==> config.mk <==
export PLATFORM = sky130hd
export DESIGN_NAME = inv_mix_col_iter_flat
export DESIGN_NICKNAME = d
export VERILOG_FILES = /design/src/rtl/inv_mix_col_iter_if.sv /design/src/rtl/inv_mix_col_iter.sv /design/src/flat_wrapper.sv
export SDC_FILE = /design/constraint.sdc
export NUM_CORES = 1
export LEC_CHECK = 0
export CAP_MARGIN = 15
export CELL_PAD_IN_SITES_DETAIL_PLACEMENT = 1
export CELL_PAD_IN_SITES_GLOBAL_PLACEMENT = 1
export CORE_ASPECT_RATIO = 1.5
export CORE_MARGIN = 3
export CORE_UTILIZATION = 38
export DETAILED_ROUTE_END_ITERATION = 8
export PLACE_DENSITY = 0.86
export SKIP_LAST_GASP = 1
export SLEW_MARGIN = 20
export SYNTH_ARGS = -nofsm -noshare
export SYNTH_HDL_FRONTEND = slang
export SYNTH_SLANG_ARGS = --single-unit
==> constraint.sdc <==
create_clock -name clk -period 4.2 [get_ports clk]
set_input_delay 0.84 -clock clk [delete_from_list [all_inputs] [get_ports clk]]
set_output_delay 0.84 -clock clk [all_outputs]
set_load 0.02 [all_outputs]
==> src/rtl/inv_mix_col_iter_if.sv <==
// Handshake bundle for the iterative InvMixColumns engine.
//   in_valid / in_ready / state_in    : upstream state transfer
//   out_valid / out_ready / state_out : downstream result transfer
// master modport: producer/consumer side; slave modport: the engine.
interface inv_mix_col_iter_if;
  logic         in_valid;
  logic         in_ready;
  logic [127:0] state_in;
  logic         out_valid;
  logic         out_ready;
  logic [127:0] state_out;

  modport master (
    output in_valid, state_in, out_ready,
    input  in_ready, out_valid, state_out
  );

  modport slave (
    input  in_valid, state_in, out_ready,
    output in_ready, out_valid, state_out
  );
endinterface

==> src/rtl/inv_mix_col_iter.sv <==
// Iterative AES InvMixColumns engine. Accepts a 128-bit column-major state,
// transforms COLS_PER_CYCLE columns per RUN cycle in place, then holds the
// result until the consumer takes it.
// Ports:
//   clk  : rising-edge clock
//   rst  : asynchronous active-high reset
//   bus  : inv_mix_col_iter_if.slave (in_valid/in_ready/state_in,
//          out_valid/out_ready/state_out)
module inv_mix_col_iter #(
  parameter int unsigned COLS_PER_CYCLE = 1
) (
  input  logic                clk,
  input  logic                rst,
  inv_mix_col_iter_if.slave   bus
);

  localparam int unsigned NUM_COLS = 4;
  localparam int unsigned COL_W    = 2;

  localparam logic [1:0] S_IDLE = 2'd0;
  localparam logic [1:0] S_RUN  = 2'd1;
  localparam logic [1:0] S_DONE = 2'd2;

  if (!(COLS_PER_CYCLE == 1 || COLS_PER_CYCLE == 2 || COLS_PER_CYCLE == 4)) begin : g_bad_cols
    $error("inv_mix_col_iter: COLS_PER_CYCLE must be 1, 2 or 4");
  end

  // Multiply by 02 in GF(2^8), poly 0x11B.
  function automatic logic [7:0] f_xtime(input logic [7:0] x);
    return {x[6:0], 1'b0} ^ (x[7] ? 8'h1B : 8'h00);
  endfunction

  // Inverse mix of one column {r0,r1,r2,r3} using the 0e/0b/0d/09 circulant.
  function automatic logic [31:0] f_inv_col(input logic [31:0] col);
    logic [7:0] v   [4];
    logic [7:0] m09 [4];
    logic [7:0] m0b [4];
    logic [7:0] m0d [4];
    logic [7:0] m0e [4];
    logic [7:0] x2, x4, x8;
    for (int r = 0; r < 4; r++) begin
      v[r]   = col[31-8*r -: 8];
      x2     = f_xtime(v[r]);
      x4     = f_xtime(x2);
      x8     = f_xtime(x4);
      m09[r] = x8 ^ v[r];
      m0b[r] = x8 ^ x2 ^ v[r];
      m0d[r] = x8 ^ x4 ^ v[r];
      m0e[r] = x8 ^ x4 ^ x2;
    end
    return {m0e[0] ^ m0b[1] ^ m0d[2] ^ m09[3],
            m09[0] ^ m0e[1] ^ m0b[2] ^ m0d[3],
            m0d[0] ^ m09[1] ^ m0e[2] ^ m0b[3],
            m0b[0] ^ m0d[1] ^ m09[2] ^ m0e[3]};
  endfunction

  logic [1:0]       r_state;
  logic [127:0]     r_st;
  logic [COL_W-1:0] r_col;
  logic             r_in_ready;
  logic             r_out_valid;

  logic [1:0]       w_state_nxt;
  logic [127:0]     w_st_nxt;
  logic [COL_W-1:0] w_col_nxt;
  logic             w_in_ready_nxt;
  logic             w_out_valid_nxt;

  logic [127:0]     w_run_st;
  logic [COL_W:0]   w_col_sum;

  // Sum carries into bit COL_W exactly when the last column group is written.
  assign w_col_sum = (COL_W+1)'(r_col) + (COL_W+1)'(COLS_PER_CYCLE);

  // Replace the columns that fall in the current window [r_col, r_col+COLS).
  for (genvar c = 0; c < NUM_COLS; c++) begin : g_col
    logic [COL_W-1:0] w_off;
    assign w_off = COL_W'(c) - r_col;
    assign w_run_st[127-32*c -: 32] = (32'(w_off) < COLS_PER_CYCLE)
                                      ? f_inv_col(r_st[127-32*c -: 32])
                                      : r_st[127-32*c -: 32];
  end

  // Next-state and registered-output decode.
  always_comb begin
    w_state_nxt     = r_state;
    w_st_nxt        = r_st;
    w_col_nxt       = r_col;
    w_in_ready_nxt  = r_in_ready;
    w_out_valid_nxt = r_out_valid;
    case (r_state)
      S_IDLE: begin
        if (bus.in_valid) begin
          w_st_nxt       = bus.state_in;
          w_col_nxt      = '0;
          w_state_nxt    = S_RUN;
          w_in_ready_nxt = 1'b0;
        end
      end
      S_RUN: begin
        w_st_nxt  = w_run_st;
        w_col_nxt = w_col_sum[COL_W-1:0];
        if (w_col_sum[COL_W]) begin
          w_state_nxt     = S_DONE;
          w_out_valid_nxt = 1'b1;
        end
      end
      S_DONE: begin
        if (bus.out_ready) begin
          w_state_nxt     = S_IDLE;
          w_out_valid_nxt = 1'b0;
          w_in_ready_nxt  = 1'b1;
        end
      end
      default: begin
        w_state_nxt     = S_IDLE;
        w_in_ready_nxt  = 1'b1;
        w_out_valid_nxt = 1'b0;
      end
    endcase
  end

  // State, datapath and output registers.
  always_ff @(posedge clk or posedge rst) begin
    if (rst) begin
      r_state     <= S_IDLE;
      r_st        <= '0;
      r_col       <= '0;
      r_in_ready  <= 1'b1;
      r_out_valid <= 1'b0;
    end else begin
      r_state     <= w_state_nxt;
      r_st        <= w_st_nxt;
      r_col       <= w_col_nxt;
      r_in_ready  <= w_in_ready_nxt;
      r_out_valid <= w_out_valid_nxt;
    end
  end

  assign bus.in_ready  = r_in_ready;
  assign bus.out_valid = r_out_valid;
  assign bus.state_out = r_st;

endmodule

==> src/flat_wrapper.sv <==
// flat-port wrapper written by rule: the top's interface ports become plain ports
module inv_mix_col_iter_flat 
#(
  parameter int unsigned COLS_PER_CYCLE = 1
)
  (clk, rst, bus_in_valid, bus_state_in, bus_out_ready, bus_in_ready, bus_out_valid, bus_state_out);
  inv_mix_col_iter_if bus_i ();
  input  logic clk;
  input  logic rst;
  input wire logic [$bits(bus_i.in_valid)-1:0] bus_in_valid;
  input wire logic [$bits(bus_i.state_in)-1:0] bus_state_in;
  input wire logic [$bits(bus_i.out_ready)-1:0] bus_out_ready;
  output wire logic [$bits(bus_i.in_ready)-1:0] bus_in_ready;
  output wire logic [$bits(bus_i.out_valid)-1:0] bus_out_valid;
  output wire logic [$bits(bus_i.state_out)-1:0] bus_state_out;
  assign bus_i.in_valid = bus_in_valid;
  assign bus_i.state_in = bus_state_in;
  assign bus_i.out_ready = bus_out_ready;
  assign bus_in_ready = bus_i.in_ready;
  assign bus_out_valid = bus_i.out_valid;
  assign bus_state_out = bus_i.state_out;
  inv_mix_col_iter #(.COLS_PER_CYCLE(COLS_PER_CYCLE)) u_core (.clk(clk), .rst(rst), .bus(bus_i));
endmodule
==> results of run 1 <==
layout by cell type, fill, tap and decap left out, types with 8 or more instances in the layout:
cell type / n
buf_4: 8
nand2_1: 202
o21ai_0: 12
clkbuf_16: 17
a21oi_1: 76
xnor2_2: 11
xnor3_1: 111
a31oi_1: 77
dfrtp_1: 133
xor3_1: 27
clkdlybuf4s50_1: 261
nor2_1: 127
xor2_1: 133
xnor2_1: 452
per-stage QoR:
step,utilization (%),setup WS (ns),std cells,cell area [sq um]
floorplan,-,1.70,1583,15400
global placement,45.5,1.33,2200,18100
detailed placement,45.6,1.28,2201,18100
CTS,47.0,1.31,2232,18700
global route,47.0,1.27,2232,18700
finish,47.0,1.34,2232,18700
registers in the layout, indices dropped and copies added (netlist names):
register              count
u_core.bus.in_ready       1
u_core.r_col              2
u_core.r_state            2
u_core.bus.out_valid      1
u_core.bus.state_out    128
worst register-to-register path: stages (launching register included):
cell,delay [ns]
dfrtp_1,0.69
xnor2_4,0.22
xnor2_1,0.52
xnor3_1,0.58
xor2_1,0.41
nand2_1,0.11
a31oi_1,0.19
cell families after synthesis:
| family | count (synthesis) | share of synthesized area, % |
|---|---|---|
| XOR/XNOR | 749 | 57.0 |
| AND/OR/NAND/NOR | 344 | 8.62 |
| AO/OA/AOI/OAI | 187 | 7.04 |
| buffers and inverters | 160 | 4.88 |
| flip-flops | 134 | 21.8 |
| adder cells (fa/ha/maj) | 5 | 0.406 |
| multiplexers | 4 | 0.268 |
layout make-up:
class | instances | share of cell area [%]
clock inverter | 12 | 0.696
multi-input combinational | 1289 | 60.8
timing repair buffer | 273 | 14.7
tap | 500 | 3.35
inverter | 5 | 0.120
sequential | 134 | 17.9
clock buffer | 19 | 2.42
worst max-delay path by stage:
stage / cells after the start / startpoint / to
after floorplan: 1 / rst / u_core.bus.out_valid$_DFFE_PP0P_
after global placement: 8 / bus_in_valid / u_core.bus.state_out[76]$_DFFE_PP0P_
after detailed placement: 6 / bus_in_valid / u_core.bus.state_out[71]$_DFFE_PP0P_
after CTS: 1 / u_core.bus.state_out[79]$_DFFE_PP0P_ / bus_state_out[79]
after global routing: 6 / u_core.bus.state_out[61]$_DFFE_PP0P_ / u_core.bus.state_out[35]$_DFFE_PP0P_
final: 1 / u_core.bus.state_out[71]$_DFFE_PP0P_ / bus_state_out[71]
layer usage:
metal / track usage, % / vias up / routed length, microns
li1: - / 5341 / -
met1: 26.1 / 5894 / 18900
met2: 45.5 / 341 / 28500
met3: 3.04 / 105 / 1860
met4: 9.56 / 2 / 1810
met5: 0 / - / 9
==> run metrics, run 1 <==
status complete, no violations; CTS Buffer Depth 2; Slew @ Worst Pin 0.961 ns; Mapped Area 0.0154 sq mm; synth-to-layout area growth 21.3%; drt first pass iters 5; # diodes 0; routed wire length 51.2 mm; part of the cycle the worst path needs 68.1%; Worst path max stage delay 0.81 ns; Hold Path Stages 1; Die Y 253 microns; hold_sp u_core.bus.in_ready$_DFFE_PP1P_; unrepaired setup endpoints after global routing no; largest net degree at the start of global routing 83; Mapped Cells 1583; RR Startpoint u_core.bus.state_out[61]$_DFFE_PP0P_; Post-synth ARST share 100%; Sink Count 134; core box area 0.0398 sq mm; Final Hold Vio Count 0; CP Cell Sequence clkdlybuf4s50_1; cts hold-fix bufs 0; # resized after CTS 0; # IOs 262; chip width 170 microns; Synth area leader xnor2_1; Post-synth top flop dfrtp_1; CP Data Required Time 3.36 ns; Final ANT Viol Nets 0; worst min-delay path endpoint u_core.bus.in_ready$_DFFE_PP1P_; synth top area cells xnor2_1 26%, dfrtp_1 22%, xnor3_1 16%, xor2_1 7.6%, nand2_1 4.9%; Final nets 1857; Total GRT Usage 23.7%; Worst setup SP type flop; Max Clock Skew 0.0131 ns; initial core utilization 38.8%; vias in the first global route 13.1k; IO Port Bufs 261; wire per inst 22.9 microns; Yosys reg bits 134; area of the multi-input gates 0.0114 sq mm; top cell family by delay on the critical path flip-flops; syn nets 1720; # rows 89; Mean Syn Cell Area 9.74 sq um; commonest cells in the netlist 452 x xnor2_1, 202 x nand2_1, 133 x dfrtp_1, 133 x xor2_1, 127 x nor2_1; clk slew on worst S/H paths 0.06 ns; WS Path Type reg -> out; first-pass GRT wire length 78.0 mm; reg-to-reg slack, setup 1.40 ns; H-tree levels 4; vias per cell 5.23; EDFF count, synth 0; die area 0.0431 sq mm; Remaining DRCs 0; # fillers 4382; RePlAce Congestion 0.916; FF/Latch Area 0.00335 sq mm; register area share after synthesis 21.8%; clock latency on the worst-skew pair 0.46 ns; TritonCTS clock tree built; Yosys Warn Count 0; Tmin final 2.86 ns; RR Endpoint u_core.bus.state_out[35]$_DFFE_PP0P_; most common cell in the netlist xnor2_1; ratio of cells with drive above 1 in the final layout 4.56%; Initial DRC Count 521; final setup TNS 0 ns; Post-CTS Setup Bufs 0; Final HPWL DP 39.2 mm; maxcap violations 0; Fin Hold WS 0.519 ns; kind of end point of the critical path output port; CTS buffer count 17; routed vias 11.7k; # setup viols final 0; max_slew headroom 36.0%; clock root cell clkbuf_16; GR Overflow Total 0; worst path bufs/invs 1; initial antenna violation count 1; CP max FO 10; top-area cell type share of the netlist area 25.7%; Max Freq 350 MHz; arrival time of the worst setup path 2.02 ns; Netlist cell types 45; Final Max Tran Viols 0; Crit-path slowest cell dfrtp_1; Worst Hold Class reg -> reg; R2R cell count 6
Power of run 1 is left out: the tool's default activity adds up to more than one toggle a clock period on the data nets, which glitch-free logic cannot reach.
==> run 2, diff against run 1 <==
--- a/config.mk
+++ b/config.mk
@@ -12,7 +12,7 @@
 export CORE_MARGIN = 3
 export CORE_UTILIZATION = 38
 export DETAILED_ROUTE_END_ITERATION = 8
-export PLACE_DENSITY = 0.86
+export PLACE_DENSITY = 0.83
 export SKIP_LAST_GASP = 1
 export SLEW_MARGIN = 20
 export SYNTH_ARGS = -nofsm -noshare
==> constraint.sdc (replaced) <==
create_clock -name clk -period 2.9 [get_ports clk]
set_input_delay 0.58 -clock clk [delete_from_list [all_inputs] [get_ports clk]]
set_output_delay 0.58 -clock clk [all_outputs]
set_load 0.02 [all_outputs]
==> run metrics, run 2 (same netlist as run 1, synthesis figures left out) <==
status complete, no violations (unchanged); Final Hold Vio Count 0 (unchanged); Sink Count 134 (unchanged); wire per inst 23.5 microns (was 22.9 microns); IO Port Bufs 261 (unchanged); Crit-path slowest cell dfrtp_1 (unchanged); max_slew headroom 51.3% (was 36.0%); unrepaired setup endpoints after global routing no (unchanged); TritonCTS clock tree built (unchanged); met2 Use GR 48.0% (was 45.5%); # resized after CTS 0 (unchanged); part of the cycle the worst path needs 91.7%; kind of end point of the critical path flop (was output port); Most Used Layer, Global Route met2 (unchanged); routed wire length 54.4 mm (was 51.2 mm); # rows 89 (unchanged); Max Freq 376 MHz; # IOs 262 (unchanged); GR Overflow Total 0 (unchanged); max reg flops 128 (unchanged); met1 GRT Util 28.3% (was 26.1%); Die Y 253 microns (unchanged); Worst path max stage delay 0.72 ns (was 0.81 ns); cts hold-fix bufs 0 (unchanged); Max Clock Skew 0.0120 ns (was 0.0131 ns); RePlAce Congestion 0.899 (was 0.916); most used cell, CP xnor2_1; maxcap violations 0 (unchanged); vias in the first global route 13.9k (was 13.1k); final setup TNS 0 ns (unchanged); CP Cell Sequence xor2_1 -> xnor2_1 -> xnor3_1 -> xnor2_1 -> xnor2_1 -> a221o_1 (was clkdlybuf4s50_1); most frequent cells in the layout 452 x xnor2_1, 261 x clkdlybuf4s50_1, 202 x nand2_1 (unchanged); clock latency on the worst-skew pair 0.45 ns (was 0.46 ns); arrival time of the worst setup path 2.99 ns (was 2.02 ns); die area 0.0431 sq mm (unchanged); chip width 170 microns (unchanged); synth-to-layout area growth 26.4% (was 21.3%); Remaining DRCs 0 (unchanged); largest net degree at the start of global routing 65 (was 83); CP max FO 8 (was 10); # setup viols final 0 (unchanged); ratio of cells with drive above 1 in the final layout 8.72% (was 4.56%); Final HPWL DP 42.0 mm (was 39.2 mm); CTS buffer count 17 (unchanged); initial core utilization 38.8% (unchanged); routed vias 12.2k (was 11.7k); Worst Hold Class in -> async (was reg -> reg); Tmin final 2.66 ns; Final Max Tran Viols 0 (unchanged); Post-CTS Setup Bufs 0 (unchanged); clock root cell clkbuf_16 (unchanged); CTS Buffer Depth 2 (unchanged); # fillers 4403 (was 4382); met3 Usage GRT 2.85% (was 3.04%); Total GRT Usage 25.4% (was 23.7%); R2R cell count 6 (unchanged); Slew @ Worst Pin 0.725 ns (was 0.961 ns); commonest non-fill, non-tap cell in the layout xnor2_1 (unchanged); Initial DRC Count 680 (was 521); first-pass GRT wire length 83.6 mm (was 78.0 mm); Final nets 1936 (was 1857); Final ANT Viol Nets 0 (unchanged); WS Path Type reg -> reg (was reg -> out); core box area 0.0398 sq mm (unchanged); initial antenna violation count 1 (unchanged); vias per cell 5.26 (was 5.23); clk slew on worst S/H paths 0.07 ns (was 0.06 ns); CP Data Required Time 3.23 ns (was 3.36 ns); Worst setup SP type flop (unchanged); drt first pass iters 5 (unchanged); H-tree levels 4 (unchanged)
run 2: worst paths after layout:
| path | slack, ns | end | from |
|---|---|---|---|
| max | 0.24 | u_core.bus.state_out[91]$_DFFE_PP0P_ | u_core.bus.state_out[95]$_DFFE_PP0P_ |
| min | 0.43 | u_core.bus.state_out[31]$_DFFE_PP0P_ | rst |
| max reg2reg | 0.24 | u_core.bus.state_out[91]$_DFFE_PP0P_ | u_core.bus.state_out[95]$_DFFE_PP0P_ |
| min reg2reg | 0.52 | u_core.bus.in_ready$_DFFE_PP1P_ | u_core.bus.in_ready$_DFFE_PP1P_ |
| max in group asynchronous | 1.78 | u_core.bus.state_out[107]$_DFFE_PP0P_ | rst |
| min in group clk | 0.52 | u_core.bus.in_ready$_DFFE_PP1P_ | u_core.bus.in_ready$_DFFE_PP1P_ |
run 2: metrics by stage:
stage	utilization, %	instances	hold WS, ns	instance area, sq um	setup WS, ns
after floorplan	-	1583	0.531	15400	0.561
after global placement	47.2	2280	0.505	18800	0.319
after detailed placement	47.2	2280	0.518	18800	0.278
after CTS	49.0	2312	0.416	19500	0.268
after global routing	49.0	2313	0.451	19500	0.148
final	49.0	2313	0.432	19500	0.240
run 2: area by class of cell:
class                      count  area [sq um]  share of cell area [%]
antenna                        1          2.50                  0.0128
tap                          500           626                    3.21
clock buffer                  20           457                    2.34
inverter                       5          22.5                   0.116
timing repair buffer         352          3410                    17.5
sequential                   134          3350                    17.2
clock inverter                12           248                    1.27
multi-input combinational   1289         11400                    58.3
run 2: layer usage:
layer  up-vias  wire, microns
met2       347          29800
met3       132           1760
met4         0           2310
met1      6176          20500
li1       5500              -
met5         -              0
run 2: critical path, delay by kind of cell (launching register included):
| kind | cells | cell delay [ns] |
|---|---|---|
| AOI/OAI and AO/OA | 1 | 0.32 |
| xor gates and xnor gates | 5 | 1.49 |
| DFF | 1 | 0.72 |
Power of run 2 is left out for the same reason.
